`src/rtl/button_gesture_decoder.sv`:
```
// Button gesture decoder: turns a debounced button level into one-clock
// single-press, double-press, long-press and auto-repeat pulses, plus a
// busy flag that is high while a gesture is being classified.
// LONG_PRESS_CLOCK_PERIODS must be >= 2, DOUBLE_PRESS_GAP_CLOCK_PERIODS >= 1;
// REPEAT_CLOCK_PERIODS of 0 disables auto-repeat.
module button_gesture_decoder #(
  parameter int unsigned LONG_PRESS_CLOCK_PERIODS       = 1000,
  parameter int unsigned DOUBLE_PRESS_GAP_CLOCK_PERIODS = 300,
  parameter int unsigned REPEAT_CLOCK_PERIODS           = 250
) (
  input  logic clock,
  input  logic reset,
  input  logic button_state,
  output logic single_press,
  output logic double_press,
  output logic long_press,
  output logic repeat_press,
  output logic busy
);

  localparam logic [31:0] LONG_LAST   = 32'(LONG_PRESS_CLOCK_PERIODS - 1);
  localparam logic [31:0] GAP_LAST    = 32'(DOUBLE_PRESS_GAP_CLOCK_PERIODS - 1);
  localparam logic [31:0] REPEAT_LAST = 32'(REPEAT_CLOCK_PERIODS - 1);
  localparam logic        REPEAT_ON   = (REPEAT_CLOCK_PERIODS != 0);

  // DOUBLE_DONE holds for one cycle after the second release so that the
  // double_press pulse and the drop of busy land one edge after the fall.
  typedef enum logic [2:0] {
    IDLE,
    PRESSED1,
    WAIT_GAP,
    PRESSED2,
    DOUBLE_DONE,
    LONG_HELD
  } state_t;

  state_t      state;
  state_t      next_state;
  logic        previous;
  logic        rise;
  logic        fall;
  logic [31:0] count;
  logic        count_reload;
  logic        count_clear;
  logic        single_next;
  logic        double_next;
  logic        long_next;
  logic        repeat_next;

  assign rise        = button_state & ~previous;
  assign fall        = ~button_state & previous;
  assign count_clear = count_reload | (next_state != state);

  // Previous-level register; resets high so a button held through reset is not a press.
  always_ff @(posedge clock or negedge reset) begin
    if (!reset) begin
      previous <= 1'b1;
    end else begin
      previous <= button_state;
    end
  end

  // State register.
  always_ff @(posedge clock or negedge reset) begin
    if (!reset) begin
      state <= IDLE;
    end else begin
      state <= next_state;
    end
  end

  // Shared timer: cleared on state entry or repeat reload, saturates at all-ones.
  always_ff @(posedge clock or negedge reset) begin
    if (!reset) begin
      count <= '0;
    end else if (count_clear) begin
      count <= '0;
    end else if (count != '1) begin
      count <= count + 32'd1;
    end
  end

  // Next-state and pulse decode; button edges take priority over timeouts.
  always_comb begin
    next_state   = state;
    count_reload = 1'b0;
    single_next  = 1'b0;
    double_next  = 1'b0;
    long_next    = 1'b0;
    repeat_next  = 1'b0;
    case (state)
      IDLE: begin
        if (rise) begin
          next_state = PRESSED1;
        end
      end
      PRESSED1: begin
        if (fall) begin
          next_state = WAIT_GAP;
        end else if (count == LONG_LAST) begin
          long_next  = 1'b1;
          next_state = LONG_HELD;
        end
      end
      WAIT_GAP: begin
        if (rise) begin
          next_state = PRESSED2;
        end else if (count == GAP_LAST) begin
          single_next = 1'b1;
          next_state  = IDLE;
        end
      end
      PRESSED2: begin
        if (fall) begin
          next_state = DOUBLE_DONE;
        end
      end
      DOUBLE_DONE: begin
        double_next = 1'b1;
        next_state  = IDLE;
      end
      LONG_HELD: begin
        if (fall) begin
          next_state = IDLE;
        end else if (REPEAT_ON && (count == REPEAT_LAST)) begin
          repeat_next  = 1'b1;
          count_reload = 1'b1;
        end
      end
      default: begin
        next_state = IDLE;
      end
    endcase
  end

  // Registered outputs.
  always_ff @(posedge clock or negedge reset) begin
    if (!reset) begin
      single_press <= 1'b0;
      double_press <= 1'b0;
      long_press   <= 1'b0;
      repeat_press <= 1'b0;
      busy         <= 1'b0;
    end else begin
      single_press <= single_next;
      double_press <= double_next;
      long_press   <= long_next;
      repeat_press <= repeat_next;
      busy         <= (next_state != IDLE);
    end
  end

endmodule

```
`config.mk`:
```
export PLATFORM = sky130hd
export DESIGN_NAME = button_gesture_decoder
export DESIGN_NICKNAME = d
export VERILOG_FILES = /design/src/rtl/button_gesture_decoder.sv
export SDC_FILE = /design/constraint.sdc
export NUM_CORES = 1
export LEC_CHECK = 0
export CAP_MARGIN = 30
export CORE_UTILIZATION = 29
export CTS_BUF_LIST = sky130_fd_sc_hd__clkbuf_8
export DETAILED_ROUTE_END_ITERATION = 8
export SLEW_MARGIN = 0
export SYNTH_ARGS = -nofsm -noshare
export SYNTH_HDL_FRONTEND = slang
export SYNTH_SLANG_ARGS = --single-unit
```
`constraint.sdc`:
```
create_clock -name clock -period 2.6 [get_ports clock]
set_input_delay 0.65 -clock clock [delete_from_list [all_inputs] [get_ports clock]]
set_output_delay 0.65 -clock clock [all_outputs]
set_load 0.005 [all_outputs]
```
==> results of run 1 <==
## logic make-up after synthesis
group	after synthesis	synth area share [%]
AND/OR/NAND/NOR	133	33.0
AO/OA/AOI/OAI	51	14.4
flip-flops	41	42.5
buffers and inverters	21	4.09
XOR/XNOR	14	5.07
adder cells (fa/ha/maj)	2	1.03
## worst max-delay path, stage by stage, from the launching register on
cell	delay (ps)
sky130_fd_sc_hd__dfrtp_1	450
sky130_fd_sc_hd__nand4_1	170
sky130_fd_sc_hd__or4_4	570
sky130_fd_sc_hd__or4_1	560
sky130_fd_sc_hd__or3_1	340
sky130_fd_sc_hd__a211oi_2	220
## final timing paths
path                       cells past startpoint           end
max in group asynchronous                      2     count[15]
max                                            5     count[29]
min in group clock                             1  single_press
min reg2reg                                    1  single_press
min                                            1     count[11]
max reg2reg                                    5     count[29]
## power by group through the flow
stage / clock network, mW / logic [mW] / registers [mW]
floorplan: 0 / 0.142 / 0.741
global placement: 0 / 0.209 / 0.760
detailed placement: 0 / 0.211 / 0.762
CTS: 0.484 / 0.212 / 0.749
global route: 0.522 / 0.243 / 0.762
finish: 0.476 / 0.210 / 0.750
## through the flow
step                hold WS (ps)  setup slack, ps
finish                       276              217
floorplan                    354              320
global placement             549              201
global route                 288              121
CTS                          285              229
detailed placement           543              181
## sequential cells by signal, summed over array words and instances, names as in the netlist
name	flops
count	32
state	3
busy	1
double_press	1
long_press	1
previous	1
repeat_press	1
single_press	1
## layout by cell type (no fill, tap or decap), drive strengths merged, types with 6 or more instances in the layout
cell type,netlist,layout
a211oi,20,20
buf,3,21
clkbuf,8,7
clkdlybuf4s50,0,6
dfrtp,40,40
inv,9,9
nand2,15,15
nand3,16,16
nand4,16,16
nor2,9,9
nor3,17,17
nor4,13,13
o21ai,14,14
or3,16,16
or4,8,8
xnor2,13,13
## layer usage
| layer | vias to the layer above | GRT usage, % | part of all wire (%) |
|---|---|---|---|
| met3 | 6 | 2.44 | 2.8 |
| met4 | 0 | 5.00 | 1.4 |
| met5 | - | 0 | 0 |
| met1 | 1071 | 20.7 | 49 |
| met2 | 40 | 25.7 | 47 |
| li1 | 1066 | - | - |
## cell type report
class                           instances  area (um^2)  share of cell area (%)
Clock inverter                          1         5.00                   0.177
Multi-Input combinational cell        200         1300                    45.9
Sequential cell                        41         1030                    36.3
Tap cell                              102          128                    4.51
Inverter                                9         33.8                    1.19
Clock buffer                            7         96.3                    3.41
Timing Repair Buffer                   27          240                    8.49
==> metrics, run 1 <==
worst slew pin tran 470 ps; Die H 93.3 um; WS Path Type register to register; run status finished, final reports clean; PortBufs 7; maximum achievable frequency 420 MHz; cts bufs inserted 5; static leakage 1.05 nW; GRT overflow 0; buffers from clock root to sink, at most 2; placeable core region 7890 um^2; number of synthesized register bits 41; clock share of power 33.1%; type of the tightest min-delay check primary input to asynchronous set/reset pin; DRC violation total after the first TritonRoute iteration approximately 220; fraction of power spent switching nets 28.9%; Area Overhead vs Synth 17.0%; CTS tree done; placed wire-length estimate approximately 4300 um; internal reg-to-reg setup slack between 200 and 250 ps; cell type contributing the most total cell area after synthesis sky130_fd_sc_hd__dfrtp_1; internal portion of total power around 1.0 mW; category of the worst setup path capture point register; Antenna diodes 0; average vias per placed instance 5.64; synthesis warning total 0; number of cell rows 32; count of unique library cells instantiated by Yosys 48; I/O pin count 8; instance count of the mapped netlist 262; startpoint of the most critical register-to-register path count[17]; most frequently used flop master after synthesis sky130_fd_sc_hd__dfrtp_1; starting density of the core 30.7%; Final Cycle Share 91.6%; worst max-slew margin expressed relative to the limit approximately two thirds; Final GP Congestion 0.807; number of antenna violations at the first check in global routing 0; share of layout cells above drive strength 1 14.7%; syn_area_per_cell 9.23 um^2; first-pass GRT wire length 10700 um; cell area power density 508 nW/um^2; fraction of power consumed by combinational cells approximately 15%; setup repair after global routing missed its margin no; core utilization of the finished layout 35.9%; Hold-fix buffers, CTS 0; Slew Limit Fails 0; most frequent cell after synthesis sky130_fd_sc_hd__dfrtp_1; placed cell count 379; part of the Yosys area used for sequential elements 42.5%; Post CTS Setup Buffer Count 0; final critical path time including I/O delays and setup roughly 2400 ps; detailed-router iteration count before antenna repair 5; total power consumption of the routed design ~1.4 mW; GR Util All Layers 15.6%; final cell count without fillers 387; synthesized area 2420 um^2; number of routed nets with antenna violations 0; via count 2183; Total Routed Length 6110 um; final setup violation count 0; clock-pin slew reported for the worst setup and hold paths after clock tree synthesis roughly 80 ps; cell types with the highest counts after synthesis 40 x sky130_fd_sc_hd__dfrtp_1, 19 x sky130_fd_sc_hd__a211oi_1, 17 x sky130_fd_sc_hd__nor3_1; clk_skew 9.86 ps; Placed Instance Area 2730 um^2; startpoint kind of the worst setup timing path register; master cell of the clock root buffer sky130_fd_sc_hd__clkbuf_8; number of nets at the end of the flow between 200 and 300; CP required 2820 ps; Skew-Pair Late Insertion Delay 300 ps; CTS H-Tree Depth 2; data arrival at the endpoint of the critical path about 2600 ps; part of the power in registers 52.2%; Max rail drop VDD 0.151 mV; Critical Path Start count[17]; async set-or-reset flop fraction in the synthesized netlist 100%; residual DRC count 0; Max Cap Violations 0; post-synth top area share 41.4%; summed negative setup slack over all endpoints 0 ps; Die X-Extent 93.3 um; Fill cells 789; worst-path fanout max 7; via count of the first global-routing pass 2095; cells resized by post-CTS repair 0; switching component of the power approximately 420 uW; clock sinks 41; final-report hold violation count 0; area enclosed by the die boundary just under 9000 um^2; Final Cell Area 2830 um^2; cell types with the largest area share after synthesis sky130_fd_sc_hd__dfrtp_1 41%, sky130_fd_sc_hd__a211oi_1 5.9%, sky130_fd_sc_hd__xnor2_1 4.7%; final routed wire length divided by cell count 15.8 um; Post-Syn Nets 267; maximum number of pins on one net before global-route repair 33; Post-synth EDFFs 0
Note: power is estimated with default switching activity, not from simulation.
==> run 2: changes to the inputs <==
--- a/config.mk
+++ b/config.mk
@@ -6,9 +6,11 @@
 export NUM_CORES = 1
 export LEC_CHECK = 0
 export CAP_MARGIN = 30
-export CORE_UTILIZATION = 29
+export CORE_UTILIZATION = 50
 export CTS_BUF_LIST = sky130_fd_sc_hd__clkbuf_8
 export DETAILED_ROUTE_END_ITERATION = 8
+export GPL_ROUTABILITY_DRIVEN = 0
+export PLACE_DENSITY = 0.67
 export SLEW_MARGIN = 0
 export SYNTH_ARGS = -nofsm -noshare
 export SYNTH_HDL_FRONTEND = slang
==> metrics, run 2 (synthesis gave the netlist of run 1 again) <==
run status finished, final reports clean; maximum number of pins on one net before global-route repair 33; via count of the first global-routing pass 2003; area enclosed by the die boundary 5120 um^2; Total Routed Length 5650 um; Seq. cell area 1030 um^2; CTS tree done; number of routed nets with antenna violations 0; CTS H-Tree Depth 2; crit-path cells nand4_2 -> or4_4 -> or4_1 -> or3_1 -> a211oi_2; area of the multi-input gates 1300 um^2; final critical path time including I/O delays and setup between 2000 and 2500 ps; final setup violation count 0; Hold-fix buffers, CTS 0; startpoint of the most critical register-to-register path count[22]; Die H ~70 um; category of the worst setup path capture point register; first-pass GRT wire length 10000 um; summed negative setup slack over all endpoints 0 ps; internal reg-to-reg setup slack 190 ps; commonest non-fill, non-tap cell in the layout sky130_fd_sc_hd__dfrtp_1; Antenna diodes 0; startpoint kind of the worst setup timing path register; PortBufs 7; via count 2155; setup repair after global routing missed its margin no; clock sinks 41; GRT overflow 0; clock-pin slew reported for the worst setup and hold paths after clock tree synthesis 80 ps; DRC violation total after the first TritonRoute iteration 178; cell area power density 500 nW/um^2; worst slew pin tran 497 ps; buffers from clock root to sink, at most 2; Final Cycle Share between 90% and 100%; maximum achievable frequency 415 MHz; I/O pin count 8; placeable core region about 4500 um^2; cells resized by post-CTS repair 0; master cell of the clock root buffer sky130_fd_sc_hd__clkbuf_8; cts bufs inserted 5; uppermost metal layer occupied by signal nets met4; Max Cap Violations 0; final-report hold violation count 0; biggest regs count (32), state (3); GR Util All Layers 25.0%; worst max-slew margin expressed relative to the limit 66.9%; average vias per placed instance 6.38; worst-path fanout max 5; number of nets at the end of the flow 290; WL met3 228 um; CP required 2810 ps; number of cell rows 24; number of cells traversed by the worst register-to-register path 5; final routed wire length divided by cell count 16.7 um; delay of the slowest critical-path stage 550 ps; starting density of the core 53.7%; Met2 Wirelength 2460 um; number of antenna violations at the first check in global routing 0; type of the tightest min-delay check primary input to asynchronous set/reset pin; placed cell count 330; WS Path Type register to register; Slew Limit Fails 0; Top reg by flops count; final setup slack of the worst path 193 ps; flip-flop count of the largest register after layout 32; slowest cell on the critical path sky130_fd_sc_hd__or4_4; leading cell types in the layout, fill and taps excluded 40 x sky130_fd_sc_hd__dfrtp_1, 19 x sky130_fd_sc_hd__a211oi_1, 19 x sky130_fd_sc_hd__buf_4; Die X-Extent 71.6 um; placed wire-length estimate 4080 um; Area Overhead vs Synth 13.9%; Skew-Pair Late Insertion Delay around 300 ps; pre-CTS worst setup slack ~210 ps; final cell count without fillers roughly 340; wire length on met1 2910 um; total power consumption of the routed design 1.38 mW; share of layout cells above drive strength 1 14.3%; data arrival at the endpoint of the critical path 2610 ps; static leakage 1.06 nW; Fill cells just under 400; Post CTS Setup Buffer Count 0; Max rail drop VDD ~0.46 mV; residual DRC count 0; clk_skew 12.2 ps; capture instance of the worst register-to-register path count[29]; detailed-router iteration count before antenna repair 4
-- run 2: changes by cell type in the layout (fill, tap and decap cells not counted), sizes merged --
cell	previous run	this run
buf	21	22
inv	9	11
clkbuf	7	5
-- run 2: area by class of cell --
type	instances	area share (%)
clock buffers	5	2.50
well taps	52	2.36
clock inverters	3	0.454
multi-input cells	200	47.2
repair buffers	28	9.00
inverters	9	1.23
flip-flops and latches	41	37.3
-- run 2: worst max-delay path by stage --
stage                  from         to  slack [ps]  cells after the start
2_1_floorplan      count[0]  count[26]         320                      6
3_3_place_gp   button_state   count[1]         230                      7
3_5_place_dp   button_state   count[1]         210                      7
4_1_cts           count[22]  count[29]         190                      5
5_1_grt           count[12]  count[29]         120                      5
6_report          count[22]  count[29]         190                      5
-- run 2: per-layer routing --
layer | up-vias | global-route usage (%)
li1 | 1059 | -
met1 | 1039 | 38.0
met2 | 50 | 37.1
met3 | 7 | 3.09
met4 | 0 | 8.28
met5 | - | 0
-- run 2: metrics by stage --
stage | hold slack (ps) | util [%] | area (um^2)
6_report | 309 | 61.1 | 2750
5_1_grt | 347 | 61.1 | 2750
4_1_cts | 319 | 61.1 | 2750
3_5_place_dp | 535 | 59.3 | 2670
3_3_place_gp | 543 | 59.3 | 2670
2_1_floorplan | 354 | - | 2420
-- run 2: report_power, final --
part | internal, mW | switching (mW)
Combinational | 0.108 | 0.125
Clock | 0.181 | 0.222
Sequential | 0.684 | 0.0565
Total | 0.973 | 0.404
-- run 2: critical path, delay by kind of cell, from the launching register on --
family	cells	cell delay, ps
DFF	1	440
and+or+nand+nor	4	1640
AOI/OAI and AO/OA	1	230
